### src/rtl/booth_multiplier_param.sv
// Radix-4 Booth sequential multiplier with a start/done handshake.
// Operands are extended to WIDTH+2 bits (sign- or zero-extended by
// signed_mode), so WIDTH/2+1 recoded digits cover the whole multiplier and
// the low 2*WIDTH bits of the accumulator are the exact product in both modes.
module booth_multiplier_param #(
  parameter  int WIDTH  = 64,
  localparam int N_ITER = WIDTH / 2 + 1,
  localparam int CNT_W  = $clog2(N_ITER + 1)
) (
  input  logic                 clk,
  input  logic                 reset_n,
  input  logic                 op_start,
  input  logic                 op_clear,
  input  logic                 signed_mode,
  input  logic [WIDTH-1:0]     multiplier,
  input  logic [WIDTH-1:0]     multiplicand,
  output logic                 op_busy,
  output logic                 op_done,
  output logic [2*WIDTH-1:0]   result
);

  localparam int ACC_W = 2 * WIDTH + 4;
  // Extended multiplier plus the implicit zero below bit 0 used by recoding.
  localparam int MPL_W = WIDTH + 3;
  localparam logic [CNT_W-1:0] LAST_CNT = CNT_W'(N_ITER - 1);
  localparam logic [CNT_W-1:0] CNT_ONE  = CNT_W'(1);

  typedef enum logic [1:0] {
    ST_IDLE = 2'b00,
    ST_EXEC = 2'b01,
    ST_DONE = 2'b10
  } state_t;

  state_t               state_r;
  state_t               state_next_s;
  logic                 busy_r;
  logic                 done_r;
  logic [CNT_W-1:0]     cnt_r;
  logic [ACC_W-1:0]     acc_r;
  logic [ACC_W-1:0]     acc_next_s;
  logic [MPL_W-1:0]     mplr_r;
  logic [ACC_W-1:0]     mcand_r;
  logic [2*WIDTH-1:0]   result_r;
  logic [MPL_W-1:0]     mplr_init_s;
  logic [ACC_W-1:0]     mcand_init_s;
  logic                 sign_a_s;
  logic                 sign_b_s;
  logic                 load_s;
  logic                 step_s;
  logic                 finish_s;
  logic                 clear_s;

  // Multiple of the multiplicand selected by one overlapping 3-bit Booth group.
  function automatic logic [ACC_W-1:0] booth_multiple(input logic [2:0] bits,
                                                      input logic [ACC_W-1:0] m);
    logic [ACC_W-1:0] m2;
    logic [ACC_W-1:0] res;
    m2 = m << 1;
    case (bits)
      3'b000, 3'b111: res = {ACC_W{1'b0}};
      3'b001, 3'b010: res = m;
      3'b011:         res = m2;
      3'b100:         res = {ACC_W{1'b0}} - m2;
      3'b101, 3'b110: res = {ACC_W{1'b0}} - m;
      default:        res = {ACC_W{1'b0}};
    endcase
    return res;
  endfunction

  assign sign_a_s     = signed_mode & multiplier[WIDTH-1];
  assign sign_b_s     = signed_mode & multiplicand[WIDTH-1];
  assign mplr_init_s  = {{2{sign_a_s}}, multiplier, 1'b0};
  assign mcand_init_s = {{(WIDTH + 4){sign_b_s}}, multiplicand};
  assign acc_next_s   = acc_r + booth_multiple(mplr_r[2:0], mcand_r);

  // Next-state and datapath control decode; clear overrides everything.
  always_comb begin
    state_next_s = state_r;
    load_s       = 1'b0;
    step_s       = 1'b0;
    finish_s     = 1'b0;
    clear_s      = 1'b0;
    if (op_clear) begin
      state_next_s = ST_IDLE;
      clear_s      = 1'b1;
    end else begin
      case (state_r)
        ST_IDLE: begin
          if (op_start) begin
            state_next_s = ST_EXEC;
            load_s       = 1'b1;
          end else begin
            state_next_s = ST_IDLE;
          end
        end
        ST_EXEC: begin
          step_s = 1'b1;
          if (cnt_r == LAST_CNT) begin
            state_next_s = ST_DONE;
            finish_s     = 1'b1;
          end else begin
            state_next_s = ST_EXEC;
          end
        end
        ST_DONE: begin
          if (op_start) begin
            state_next_s = ST_EXEC;
            load_s       = 1'b1;
          end else begin
            state_next_s = ST_DONE;
          end
        end
        default: state_next_s = ST_IDLE;
      endcase
    end
  end

  // State register with busy/done flags registered from the next state.
  always_ff @(posedge clk or negedge reset_n) begin
    if (!reset_n) begin
      state_r <= ST_IDLE;
      busy_r  <= 1'b0;
      done_r  <= 1'b0;
    end else begin
      state_r <= state_next_s;
      busy_r  <= (state_next_s == ST_EXEC);
      done_r  <= (state_next_s == ST_DONE);
    end
  end

  // Operand latch, Booth accumulate/shift and result capture.
  always_ff @(posedge clk or negedge reset_n) begin
    if (!reset_n) begin
      cnt_r    <= {CNT_W{1'b0}};
      acc_r    <= {ACC_W{1'b0}};
      mplr_r   <= {MPL_W{1'b0}};
      mcand_r  <= {ACC_W{1'b0}};
      result_r <= {(2 * WIDTH){1'b0}};
    end else if (clear_s) begin
      cnt_r    <= {CNT_W{1'b0}};
      acc_r    <= {ACC_W{1'b0}};
      result_r <= {(2 * WIDTH){1'b0}};
    end else if (load_s) begin
      cnt_r   <= {CNT_W{1'b0}};
      acc_r   <= {ACC_W{1'b0}};
      mplr_r  <= mplr_init_s;
      mcand_r <= mcand_init_s;
    end else if (step_s) begin
      acc_r   <= acc_next_s;
      mplr_r  <= mplr_r >> 2;
      mcand_r <= mcand_r << 2;
      cnt_r   <= cnt_r + CNT_ONE;
      if (finish_s) begin
        result_r <= acc_next_s[2*WIDTH-1:0];
      end
    end
  end

  assign op_busy = busy_r;
  assign op_done = done_r;
  assign result  = result_r;

endmodule

### config.mk
export PLATFORM = sky130hd
export DESIGN_NAME = booth_multiplier_param
export DESIGN_NICKNAME = d
export VERILOG_FILES = /design/src/rtl/booth_multiplier_param.sv
export SDC_FILE = /design/constraint.sdc
export NUM_CORES = 1
export LEC_CHECK = 0
export BUFFER_PORTS_ARGS = -buffer_cell sky130_fd_sc_hd__buf_4
export CAP_MARGIN = 40
export CORE_MARGIN = 2
export CORE_UTILIZATION = 41
export DETAILED_ROUTE_END_ITERATION = 10
export MAX_ROUTING_LAYER = met4
export SYNTH_ARGS = -nofsm -noshare
export SYNTH_HDL_FRONTEND = slang
export SYNTH_SLANG_ARGS = --single-unit
export TNS_END_PERCENT = 5
### constraint.sdc
create_clock -name clk -period 5.55 [get_ports clk]
set_input_delay 0 -clock clk [delete_from_list [all_inputs] [get_ports clk]]
set_output_delay 0 -clock clk [all_outputs]
set_load 0.02 [all_outputs]
==> reports/metrics.cfg <==
[status]
status = complete, but fails checks
violations = setup timing

[logic_synthesis]
ys_top_cells_by_count = nand2_1 (683), dfrtp_1 (460), o21ai_0 (428)
ys_seq_elements = 460
syn_inst = 4207
ys_types = 82
ys_seq_area_share_pct = 34.97
synth-async-reset-ratio_pct = 100.0
synth_nets = 4471
synth_top_area_cell = dfrtp_1
synth_area_um2 = 32920
synth_warnings = 0
synth_most_common_cell = nand2_1
synth.top_cells.by_area = dfrtp_1 (35%), nand2_1 (7.8%), o21ai_0 (6.5%)
synth-edff-count = 0
synthFlopType = dfrtp_1
synth.avg_cell_area_um2 = 7.825
synth_top_area_share_pct = 34.97

[placed_design]
placedCellCount = 6073
hpwl_mm = 97.30
io_buffers = 262
gp_congestion = 0.9864

[sta]
tns_ns = -21.53
setup_viol = 99
drv_slew = 0
finalCriticalPeriod_ns = 6.066
min_period_over_period_pct = 109.3
fmax_mhz = 164.9
slew-limit-headroom_pct = 36.54
rsz0062_at_grt = yes
layout_setup_ws_ns = -0.5161
fin_skew_ns = 0.02227
worst_pin_slew_ns = 0.9519
finalHoldViolations = 0

[global_route]
grt_pass1_wl_mm = 207.4
antenna_found_initial = 3
grt_pass1_vias = 35310
gr-total-overflow = 0
grt_max_degree = 146
track_usage_pct = 32.97

[setup_path]
critPathMaxFanout = 4
crit_path_start_kind = register
endpoint_kind = register
arrival_ns = 6.60
critPathKind = register to register
required_ns = 6.08

[detailed_routing]
ant_nets = 0
viasPerCell = 5.716
wire_per_inst_um = 21.28
via_count = 36190
drcViolationCount = 0
drt_iter0_markers = 3179
dr.pass1.iters = 6
wirelength_mm = 134.7

[pwr]
powerDensity_nw_per_um2 = 423.0
p_leak_nw = 21.38
ir_worst_vdd_mv = 0.2731

[clock_tree]
max-clock-path-buffers = 3
cts.htree.levels = 2
clkTransAtPathRegs_ns = 0.06
clkLatencyLatePin_ns = 0.64
cts_tree = built
cts.sinks = 460
root_buffer = clkbuf_16
cts_buffers = 54

[finish]
synthToLayoutAreaGrowth_pct = 42.15
drive_gt1_share_pct = 29.47
fin_nets = 5498
utilization_pct = 59.04
layoutNonFillerInstCount = 6331

[floorplanning]
core_area_um2 = 79260
fp.dieArea_um2 = 82580
die_w_um = 287.4
rows = 103
die_h_um = 287.4
start_util_pct = 41.54
io_pins = 263

[job]
max_cap_violations = 0

[worst_hold_path]
hold_path.class = primary input to register

-- critical path, cell delays in order (launching register included) --
cell and delay (ns):
dfrtp_1 0.41, nor4_4 0.35, nand3_2 0.15, or4_4 0.59
or3_4 0.37, or4_4 0.43, or3_4 0.35, xor2_2 0.16
a22oi_1 0.17, a21oi_1 0.11, ha_1 0.37, nand2_2 0.12
nor2_2 0.05, buf_4 0.13, a211o_1 0.27, a21oi_2 0.16
nand2b_1 0.12, o21ai_4 0.24, a211oi_4 0.11, nand3b_1 0.23
buf_6 0.17, o22a_4 0.24, a221oi_2 0.28, xnor2_1 0.13
a22o_1 0.24
-- registers in the layout, indices dropped and copies added (netlist names) --
register / count
acc_r: 128
cnt_r: 6
mcand_r: 128
mplr_r: 66
op_busy: 1
op_done: 1
result: 128
state_r: 2
-- metrics by stage --
step	total power [mW]	instance area [um^2]	hold WS (ns)	setup slack [ns]
after CTS	19.42	46050	0.1000	-0.5429
after global placement	14.98	41860	-0.05289	-1.196
final	19.80	46800	0.1298	-0.5161
after global routing	20.98	46790	0.1450	-0.7370
after floorplan	10.12	33030	-0.2956	-0.1568
after detailed placement	15.08	42030	-0.05173	-0.9696
-- path summary, 6_finish.rpt --
check | cells past startpoint | to | startpoint | slack (ns)
setup / recovery | 24 | acc_r[124] | mcand_r[0] | -0.52
hold / removal | 4 | mplr_r[41] | multiplier[40] | 0.13
setup reg to reg | 24 | acc_r[124] | mcand_r[0] | -0.52
hold reg to reg | 2 | mplr_r[4] | mplr_r[4] | 0.48
max in group asynchronous | 4 | result[86] | reset_n | 4.13
min in group asynchronous | 4 | mplr_r[2] | reset_n | 0.48
-- logic make-up after synthesis --
family                   share of synthesized area [%]
multiplexers                                    0.1824
buffers and inverters                            4.538
XOR/XNOR                                         6.997
flip-flops                                       34.97
AND/OR/NAND/NOR                                  20.92
adder cells (fa/ha/maj)                          5.002
AO/OA/AOI/OAI                                    27.39
-- power by group --
part	switching (mW)	internal (mW)
Clock	1.63	2.25
Sequential	0.549	3.94
Combinational	6.38	5.05
-- cell usage in the layout (no fill, tap or decap), types with 44 or more instances in the layout --
| cell type | netlist | routed |
|---|---|---|
| a21o_1 | 46 | 46 |
| a21oi_1 | 363 | 310 |
| a21oi_2 | 0 | 44 |
| a22o_1 | 143 | 142 |
| a22oi_1 | 182 | 182 |
| buf_4 | 1 | 1154 |
| clkbuf_16 | 0 | 54 |
| dfrtp_1 | 460 | 459 |
| dlygate4sd3_1 | 0 | 134 |
| ha_1 | 130 | 123 |
| inv_1 | 47 | 47 |
| nand2_1 | 683 | 673 |
| nand4_1 | 68 | 68 |
| nor2_1 | 383 | 351 |
| nor3_1 | 95 | 85 |
| o21ai_0 | 428 | 369 |
| o21ai_1 | 4 | 45 |
| or3_1 | 61 | 50 |
| xnor2_1 | 143 | 126 |
| xor2_1 | 120 | 111 |
-- routing by layer --
layer | vias to the layer above | share of wire (%) | GRT usage [%]
met5 | - | 0 | -
met4 | 0 | 3.3 | 9.701
met3 | 224 | 6.1 | 3.841
met2 | 1232 | 45 | 51.07
met1 | 17540 | 45 | 45.26
li1 | 17200 | - | -
-- timing repair --
item,in CTS,in global routing
resized for setup,161,167
hold buffers,135,0
pin swaps,50,56
endpoints found under the hold margin,620,0
endpoints found under the setup margin,130,161
setup buffers,9,12
-- area by class of cell --
cell class | instances | area [um^2]
Multi-Input combinational cell | 3356 | 21420
Sequential cell | 460 | 11510
Clock inverter | 29 | 387.9
Tap cell | 1050 | 1314
Fill cell | 7223 | 32460
Antenna cell | 4 | 10.01
Inverter | 48 | 180.2
Clock buffer | 70 | 1501
Timing Repair Buffer | 1314 | 10470
Note: power is estimated with default switching activity, not from simulation.
